**src/rtl/cnt_sequencer.sv**
```systemverilog
// cnt_sequencer: steps a hardware counter through a programmable threshold table.
// Define CNT_SEQ_LOOP_EN to let loop_i restart the table after the last stage.
module cnt_sequencer #(
  parameter int NUM_STAGES = 4,
  parameter int CW         = 32
) (
  input  logic                            clk_i,
  input  logic                            rst_ni,
  input  logic                            start_i,
  input  logic                            abort_i,
  input  logic                            loop_i,
  input  logic                            cfg_we_i,
  input  logic [$clog2(NUM_STAGES)-1:0]   cfg_idx_i,
  input  logic [CW-1:0]                   cfg_thr_i,
  input  logic [$clog2(NUM_STAGES):0]     cfg_num_i,
  input  logic                            cnt_tc_i,
  output logic                            cnt_en_o,
  output logic                            cnt_clr_o,
  output logic [CW-1:0]                   cnt_thr_o,
  output logic                            busy_o,
  output logic [$clog2(NUM_STAGES)-1:0]   stage_o,
  output logic                            stage_done_o,
  output logic                            seq_done_o
);

  localparam int SW = $clog2(NUM_STAGES);
  localparam int NW = SW + 1;

  typedef enum logic [1:0] {
    IDLE  = 2'd0,
    CLEAR = 2'd1,
    RUN   = 2'd2
  } state_t;

  state_t          state_q, state_d;
  logic [CW-1:0]   table_q [NUM_STAGES];
  logic [NW-1:0]   num_q, num_d, num_clamped;
  logic [SW-1:0]   stage_d, stage_inc;
  logic [CW-1:0]   thr_d;
  logic            stage_done_d, seq_done_d;
  logic            last_stage;
  logic            loop_en;

`ifdef CNT_SEQ_LOOP_EN
  assign loop_en = loop_i;
`else
  logic unused_loop;
  assign unused_loop = loop_i;
  assign loop_en     = 1'b0;
`endif

  // A zero stage count still runs one stage; oversized counts run the whole table.
  always_comb begin
    if (cfg_num_i == '0) begin
      num_clamped = NW'(1);
    end else if (cfg_num_i > NW'(NUM_STAGES)) begin
      num_clamped = NW'(NUM_STAGES);
    end else begin
      num_clamped = cfg_num_i;
    end
  end

  assign last_stage = ({1'b0, stage_o} == (num_q - NW'(1)));
  assign stage_inc  = stage_o + SW'(1);

  always_comb begin
    // NOTE: every output of this block gets a default first, so no path can infer a latch.
    state_d      = state_q;
    num_d        = num_q;
    stage_d      = stage_o;
    thr_d        = cnt_thr_o;
    stage_done_d = 1'b0;
    seq_done_d   = 1'b0;

    unique case (state_q)
      IDLE: begin
        if (start_i && !abort_i) begin
          num_d   = num_clamped;
          stage_d = '0;
          thr_d   = table_q[0];
          state_d = CLEAR;
        end
      end

      CLEAR: begin
        state_d = abort_i ? IDLE : RUN;
      end

      RUN: begin
        if (abort_i) begin
          state_d = IDLE;
        end else if (cnt_tc_i) begin
          stage_done_d = 1'b1;
          if (!last_stage) begin
            stage_d = stage_inc;
            thr_d   = table_q[stage_inc];
            state_d = CLEAR;
          end else if (loop_en) begin
            stage_d = '0;
            thr_d   = table_q[0];
            state_d = CLEAR;
          end else begin
            // Final stage: leave the counter uncleared so its last value stays readable.
            seq_done_d = 1'b1;
            state_d    = IDLE;
          end
        end
      end

      default: state_d = IDLE;
    endcase
  end

  // NOTE: sequential state uses non-blocking assignments so every register samples pre-edge values.
  always_ff @(posedge clk_i) begin
    if (!rst_ni) begin
      state_q      <= IDLE;
      num_q        <= NW'(1);
      stage_o      <= '0;
      cnt_thr_o    <= '0;
      cnt_en_o     <= 1'b0;
      cnt_clr_o    <= 1'b0;
      busy_o       <= 1'b0;
      stage_done_o <= 1'b0;
      seq_done_o   <= 1'b0;
    end else begin
      state_q      <= state_d;
      num_q        <= num_d;
      stage_o      <= stage_d;
      cnt_thr_o    <= thr_d;
      cnt_en_o     <= (state_d == RUN);
      cnt_clr_o    <= (state_d == CLEAR);
      busy_o       <= (state_d != IDLE);
      stage_done_o <= stage_done_d;
      seq_done_o   <= seq_done_d;
    end
  end

  // The load above reads table_q before this write lands, so a same-edge write loads the old entry.
  always_ff @(posedge clk_i) begin
    if (!rst_ni) begin
      // NOTE: the table is small control state with a defined reset value, so it is reset like any flop.
      for (int i = 0; i < NUM_STAGES; i++) begin
        table_q[i] <= '0;
      end
    end else if (cfg_we_i && (int'(cfg_idx_i) < NUM_STAGES)) begin
      table_q[cfg_idx_i] <= cfg_thr_i;
    end
  end

  a_en_clr_exclusive : assert property (@(posedge clk_i) disable iff (!rst_ni)
    !(cnt_en_o && cnt_clr_o));
  a_seq_done_with_stage_done : assert property (@(posedge clk_i) disable iff (!rst_ni)
    seq_done_o |-> stage_done_o);

endmodule

```
**config.mk**
```make
export PLATFORM = sky130hd
export DESIGN_NAME = cnt_sequencer
export DESIGN_NICKNAME = d
export VERILOG_FILES = /design/src/rtl/cnt_sequencer.sv
export SDC_FILE = /design/constraint.sdc
export NUM_CORES = 1
export LEC_CHECK = 0
export CORE_UTILIZATION = 30
export CTS_CLUSTER_SIZE = 10
export DETAILED_ROUTE_END_ITERATION = 16
export MAX_ROUTING_LAYER = met4
export PLACE_DENSITY = 0.59
export REMOVE_ABC_BUFFERS = 1
export SLEW_MARGIN = 20
export SYNTH_ARGS = -nofsm -noshare
export SYNTH_HDL_FRONTEND = slang
export SYNTH_SLANG_ARGS = --single-unit
export TNS_END_PERCENT = 50
```
**constraint.sdc**
```tcl
create_clock -name clk_i -period 4.3 [get_ports clk_i]
set_clock_uncertainty 0.1 [all_clocks]
set_input_delay 0.86 -clock clk_i [delete_from_list [all_inputs] [get_ports clk_i]]
set_output_delay 0.86 -clock clk_i [all_outputs]
set_load 0.01 [all_outputs]
```
==> flow_metrics.py, run 1 <==
metrics = {
    "floorplan": {
        "die_x_um": 160,
        "core_area_sq_um": 24400,
        "start_util": 0.307,
        "rows": 57,
        "die_area_sq_um": 25600,
        "io_pins": 83,
        "die_y_um": 160,
    },
    "setup_path": {
        "worstSetupPathType": "reg -> out",
        "path_cells": "buf_4, clkdlybuf4s50_1",
        "cpLargestDelayFamily": "buffers and inverters",
        "slowest_stage": "dfxtp_2",
        "cp.required_ns": 3.34,
        "crit_fanout": 31,
        "reg2reg_depth": 5,
        "path_buf_inv": 2,
        "critPathMaxStageDelay_ns": 0.85,
        "rrSetupSlack_ns": 1.51,
        "startpoint_type": "flop",
        "r2r-end": "cnt_thr_o[27]$_SDFFE_PN0P_",
        "end_kind": "output pin",
        "timing.rr.start": "stage_o[0]$_SDFFE_PN0P_",
        "cp.arrival_ns": 2.27,
    },
    "clock_tree": {
        "cts-root-buf": "clkbuf_16",
        "cts_tree": "done",
        "postCtsSetupBuffers": 0,
        "post_cts_resized": 0,
        "cts_buffer_depth": 2,
        "clkSlewWorstSetupHoldPaths_ns": 0.06,
        "clkLatencyLatePin_ns": 0.43,
        "cts_hold_buf": 0,
        "clock-sinks": 172,
        "cts-buffers-inserted": 17,
        "htreeDepth": 4,
    },
    "timing": {
        "slew_headroom": 0.318,
        "rsz0062_at_grt": "no",
        "drv_slew": 0,
        "tightest_slew_ns": 1.02,
        "finalSetupViolations": 0,
        "max_freq_ghz": 0.310,
        "period_share": 0.750,
        "finalHoldViolCount": 0,
        "period_minus_slack_ns": 3.23,
        "tns_ns": 0,
    },
    "synth": {
        "syn_inst": 579,
        "syn-cell-area_sq_um": 7490,
        "synth.area.top_cells": "edfxtp_1, dfxtp_1, and2_1",
        "yosysTopAreaCell": "edfxtp_1",
        "synth_cell_types": 47,
        "syn_area_per_cell_sq_um": 12.9,
        "synth.most_common_cell": "edfxtp_1",
        "synth-edff-count": 128,
        "synth_seq_area_share": 0.631,
        "ys_warn_count": 0,
        "synth_top_area_share": 0.513,
        "synthTopCellsByCount": "edfxtp_1, and2_1, a21oi_1",
        "async_flop_share": 0,
        "synthFlopType": "edfxtp_1",
        "ys_seq_elements": 172,
    },
    "detailed_routing": {
        "drtIter0Drc": 340,
        "num_vias": 5069,
        "drtPass1Iterations": 5,
        "detail_route.wl_per_cell_um": 19.9,
        "via_per_inst": 5.19,
        "ant_nets": 0,
        "drt_wl_total_mm": 19.4,
        "drc": 0,
    },
    "place": {
        "portBuffers": 81,
        "finalWeightedCongestion": 0.734,
        "hpwl_mm": 10.9,
    },
    "global_route": {
        "grt_max_degree": 43,
        "grt_overflow": 0,
        "antenna_found_initial": 0,
        "met2_usage": 0.266,
        "grtUsageMet3": 0.0283,
        "grt.total_usage": 0.160,
        "grt_pass1_vias": 5243,
        "grt_pass1_wl_mm": 30.0,
        "busiest_layer": "met2",
        "use_met1": 0.200,
    },
    "power_and_ir_drop": {
        "ir_drop_uv": 265,
        "power_leakage_nw": 3.12,
        "power.total_mw": 3.71,
        "powerDensity_nw_per_um2": 404,
    },
    "run": {
        "maxCapViolCount": 0,
    },
    "worst_hold_path": {
        "whs_path_depth": 2,
        "whs_endpoint": "num_q[1]$_SDFFE_PN0P_",
        "hp-class": "reg -> reg",
        "worstHoldStart": "num_q[1]$_SDFFE_PN0P_",
    },
    "cells_and_area": {
        "drive_gt1_frac": 0.145,
        "final_core_util": 0.376,
        "nets": 685,
        "antennaDiodeCount": 0,
        "area_delta_synth_final_pct": 22.5,
    },
    "outcome": {
        "status": "completed",
    },
}
[stage by stage]
step / area [sq um] / hold slack (ns) / setup WS, ns / std cells
2_1_floorplan: 7210 / 0.332 / 0.551 / 522
3_3_place_gp: 8590 / 0.358 / 1.17 / 944
3_5_place_dp: 8590 / 0.350 / 1.12 / 944
4_1_cts: 9150 / 0.360 / 1.06 / 976
5_1_grt: 9180 / 0.395 / 1.00 / 977
6_report: 9180 / 0.358 / 1.07 / 977
[placed cells by master (no fill, tap or decap), types with 2 or more instances in the layout]
| cell | n |
|---|---|
| nand2b_1 | 2 |
| a21oi_1 | 45 |
| inv_1 | 2 |
| and2_1 | 96 |
| a221oi_1 | 3 |
| nor3_1 | 25 |
| clkbuf_8 | 3 |
| o41ai_1 | 32 |
| and3_1 | 32 |
| a221oi_2 | 29 |
| edfxtp_1 | 128 |
| inv_6 | 4 |
| or2_2 | 2 |
| nor3b_2 | 2 |
| dfxtp_1 | 43 |
| clkinv_2 | 2 |
| clkinv_4 | 3 |
| a22oi_1 | 23 |
| clkbuf_16 | 17 |
| clkinv_1 | 3 |
| nand2_1 | 9 |
| nand2b_2 | 2 |
| nor2_1 | 9 |
| nor4_1 | 9 |
| clkdlybuf4s50_1 | 80 |
| buf_4 | 17 |
[kinds of logic (layout without fill, tap and decap cells)]
logic type	count (synthesis)	in the layout	share of synthesized area
adder cells (fa/ha/maj)	1	1	0.00167
AO/OA/AOI/OAI	139	139	0.159
flip-flops	172	172	0.631
XOR/XNOR	3	3	0.00451
multiplexers	1	1	0.00134
AND/OR/NAND/NOR	203	203	0.164
buffers and inverters	60	134	0.0388
[layout make-up]
cell class | count | area [sq um]
Clock buffer | 20 | 467
Clock inverter | 12 | 86.3
Fill cell | 2372 | 15200
Inverter | 3 | 11.3
Multi-Input combinational cell | 347 | 2520
Sequential cell | 172 | 4730
Tap cell | 324 | 405
Timing Repair Buffer | 99 | 961
[sequential cells by signal (all words and copies together), names as in the netlist]
register	flops
table_q	128
cnt_thr_o	32
num_q	3
stage_o	2
state_q	2
busy_o	1
cnt_clr_o	1
cnt_en_o	1
seq_done_o	1
stage_done_o	1
[tightest hold or removal path, delay by kind of cell, from the launching register on]
kind | cells | cell delay, ns
flops | 1 | 0.31
simple gates | 1 | 0.05
compound gates | 1 | 0.05
[routing by layer]
layer  wire length (um)  vias to the layer above
met5                  0                        -
met4                197                        0
met3                883                       16
met2               9820                      128
met1               8510                     2572
li1                   -                     2353
[worst max path at each step]
stage	from	end	slack (ns)	cells past startpoint
after floorplan	cfg_idx_i[1]	table_q[2][0]$_SDFFCE_PN0P_	0.55	2
after global placement	abort_i	stage_o[0]$_SDFFE_PN0P_	1.17	4
after detailed placement	abort_i	stage_o[0]$_SDFFE_PN0P_	1.12	4
after CTS	stage_o[0]$_SDFFE_PN0P_	stage_o[0]	1.06	2
after global routing	stage_o[0]$_SDFFE_PN0P_	stage_o[0]	1.00	2
final	stage_o[0]$_SDFFE_PN0P_	stage_o[0]	1.07	2
[power by group]
group / switching (mW) / internal [mW]
registers: 0.0489 / 1.91
clock network: 0.655 / 0.789
logic: 0.162 / 0.146
total: 0.866 / 2.84
Power figures use the tool's default switching activity.
==> inputs of run 2 (changes only) <==
==> constraint.sdc (replaced) <==
create_clock -name clk_i -period 3 [get_ports clk_i]
set_clock_uncertainty 0.1 [all_clocks]
set_input_delay 0.6 -clock clk_i [delete_from_list [all_inputs] [get_ports clk_i]]
set_output_delay 0.6 -clock clk_i [all_outputs]
set_load 0.01 [all_outputs]
==> run 2 against run 1 <==
Final area up 1.7%. First-iteration DRC count up 44%. Via count up 1.2%. Non-clock buffer count up 10. Sequential power up 43%. Largest cell class unchanged. Largest power group unchanged.
==> flow_metrics.py, run 2 (synthesis gave the netlist of run 1 again) <==
metrics = {
    "outcome": {
        "status": "completed",
    },
    "detailed_routing": {
        "drtPass1Iterations": 5,
        "drt_wl_total_mm": 20.2,
        "num_vias": 5131,
        "drc": 0,
        "detail_route.wl_per_cell_um": 20.4,
        "ant_nets": 0,
        "drtIter0Drc": 488,
        "via_per_inst": 5.20,
    },
    "clock_tree": {
        "cts-buffers-inserted": 17,
        "postCtsSetupBuffers": 0,
        "cts_tree": "done",
        "cts_buffer_depth": 2,
        "clock-sinks": 172,
        "cts_hold_buf": 0,
        "clkSlewWorstSetupHoldPaths_ns": 0.06,
        "cts-root-buf": "clkbuf_16",
        "post_cts_resized": 0,
        "clkLatencyLatePin_ns": 0.43,
        "htreeDepth": 4,
    },
    "floorplan": {
        "die_x_um": 160,
        "start_util": 0.307,
        "rows": 57,
        "core_area_sq_um": 24400,
        "die_y_um": 160,
        "die_area_sq_um": 25600,
        "io_pins": 83,
    },
    "setup_path": {
        "startpoint_type": "flop",
        "crit_fanout": 12,
        "cpLargestDelayFamily": "flip-flops",
        "path_buf_inv": 1,
        "end_kind": "output pin",
        "setup.worst_path.start": "stage_o[1]$_SDFFE_PN0P_",
        "path_cells": "clkdlybuf4s50_1",
        "critPathMaxStageDelay_ns": 0.81,
        "timing.rr.start": "stage_o[1]$_SDFFE_PN0P_",
        "slowest_stage": "dfxtp_1",
        "cp.arrival_ns": 1.93,
        "worstSetupPathType": "reg -> out",
        "cp.required_ns": 2.30,
    },
    "timing": {
        "hold_slack_ns": 0.365,
        "tns_ns": 0,
        "finalSetupViolations": 0,
        "layout_setup_ws_ns": 0.369,
        "period_minus_slack_ns": 2.63,
        "max_freq_ghz": 0.380,
        "tightest_slew_ns": 0.765,
        "rsz0062_at_grt": "no",
        "finalHoldViolCount": 0,
        "drv_slew": 0,
        "period_share": 0.877,
        "slew_headroom": 0.489,
    },
    "cells_and_area": {
        "largest_reg_flops": 128,
        "multi_input_area_sq_um": 2520,
        "finalNonFillerCells": 987,
        "drive_gt1_frac": 0.155,
        "largestRegisters": "table_q x128, cnt_thr_o x32, num_q x3",
        "mostFrequentLayoutCell": "edfxtp_1",
        "nets": 695,
        "finalInstanceArea_sq_um": 9330,
        "top_register": "table_q",
        "fill_cells": 2341,
        "layout.area.seq_sq_um": 4730,
        "mostFrequentLayoutCells": "edfxtp_1, and2_1, clkdlybuf4s50_1",
        "area_delta_synth_final_pct": 24.7,
        "antennaDiodeCount": 0,
    },
    "global_route": {
        "grt.total_usage": 0.166,
        "grt_pass1_wl_mm": 31.1,
        "grt_max_degree": 38,
        "antenna_found_initial": 0,
        "grt_pass1_vias": 5398,
        "grt_overflow": 0,
    },
    "place": {
        "hpwl_mm": 11.8,
        "place_area_sq_um": 8730,
        "portBuffers": 81,
        "place_ws_ns": 0.396,
        "finalWeightedCongestion": 0.730,
        "place_inst": 955,
    },
    "run": {
        "maxCapViolCount": 0,
    },
    "power_and_ir_drop": {
        "power_frac_seq": 0.505,
        "power_leakage_nw": 3.20,
        "p_sw_frac": 0.218,
        "clkPwrFrac": 0.411,
        "p_switching_mw": 1.21,
        "powerDensity_nw_per_um2": 595,
        "internal_power_mw": 4.34,
        "comb_power_share": 0.083,
        "ir_drop_uv": 342,
    },
    "worst_hold_path": {
        "hp-class": "reg -> reg",
        "worstHoldStart": "num_q[1]$_SDFFE_PN0P_",
    },
}
run 2: cell types whose count changed in the layout (fill, tap and decap cells not counted):
cell	previous run	this run
buf_4	17	24
buf_12	0	4
bufinv_16	0	4
inv_6	4	0
clkbuf_8	3	0
clkbuf_1	0	2
clkinv_4	3	1
clkinvlp_4	1	3
buf_16	1	0
clkinv_2	2	3
run 2: cell type report:
| class | instances | share of cell area |
|---|---|---|
| timing repair buffer | 109 | 0.114 |
| multi-input combinational | 347 | 0.270 |
| clock inverter | 13 | 0.0186 |
| clock buffer | 19 | 0.0464 |
| sequential | 172 | 0.506 |
| inverter | 3 | 0.00121 |
| tap | 324 | 0.0434 |
run 2: routing by layer:
layer / share of wire / wire length, um / global-route usage
met1: 0.45 / 8990 / 0.209
met2: 0.50 / 10100 / 0.274
met3: 0.048 / 978 / 0.0340
met4: 0.0062 / 126 / 0.0398
met5: 0 / 0 / -
run 2: worst register-to-register path, cell delays in order, from the launching register on:
cell and delay [ns]:
dfxtp_1 0.55, nor3_4 0.74, buf_4 0.53, a221oi_2 0.15, a21oi_1 0.18
run 2: power groups by stage:
stage | clock [mW] | combinational, mW | sequential, mW
2_1_floorplan | 0 | 0.180 | 2.86
3_3_place_gp | 0 | 0.454 | 2.84
3_5_place_dp | 0 | 0.465 | 2.86
4_1_cts | 2.32 | 0.467 | 2.81
5_1_grt | 2.42 | 0.500 | 2.82
6_report | 2.28 | 0.462 | 2.80
run 2: final timing paths:
check,end,slack [ns],cells after the start
setup / recovery,stage_o[1],0.37,1
hold / removal,num_q[1]$_SDFFE_PN0P_,0.36,2
setup reg to reg,cnt_thr_o[12]$_SDFFE_PN0P_,0.65,4
hold reg to reg,num_q[1]$_SDFFE_PN0P_,0.36,2
run 2: stage by stage:
| step | util | power [mW] |
|---|---|---|
| after floorplan | - | 3.04 |
| after global placement | 0.358 | 3.30 |
| after detailed placement | 0.358 | 3.32 |
| after CTS | 0.383 | 5.59 |
| after global routing | 0.383 | 5.74 |
| final | 0.383 | 5.55 |
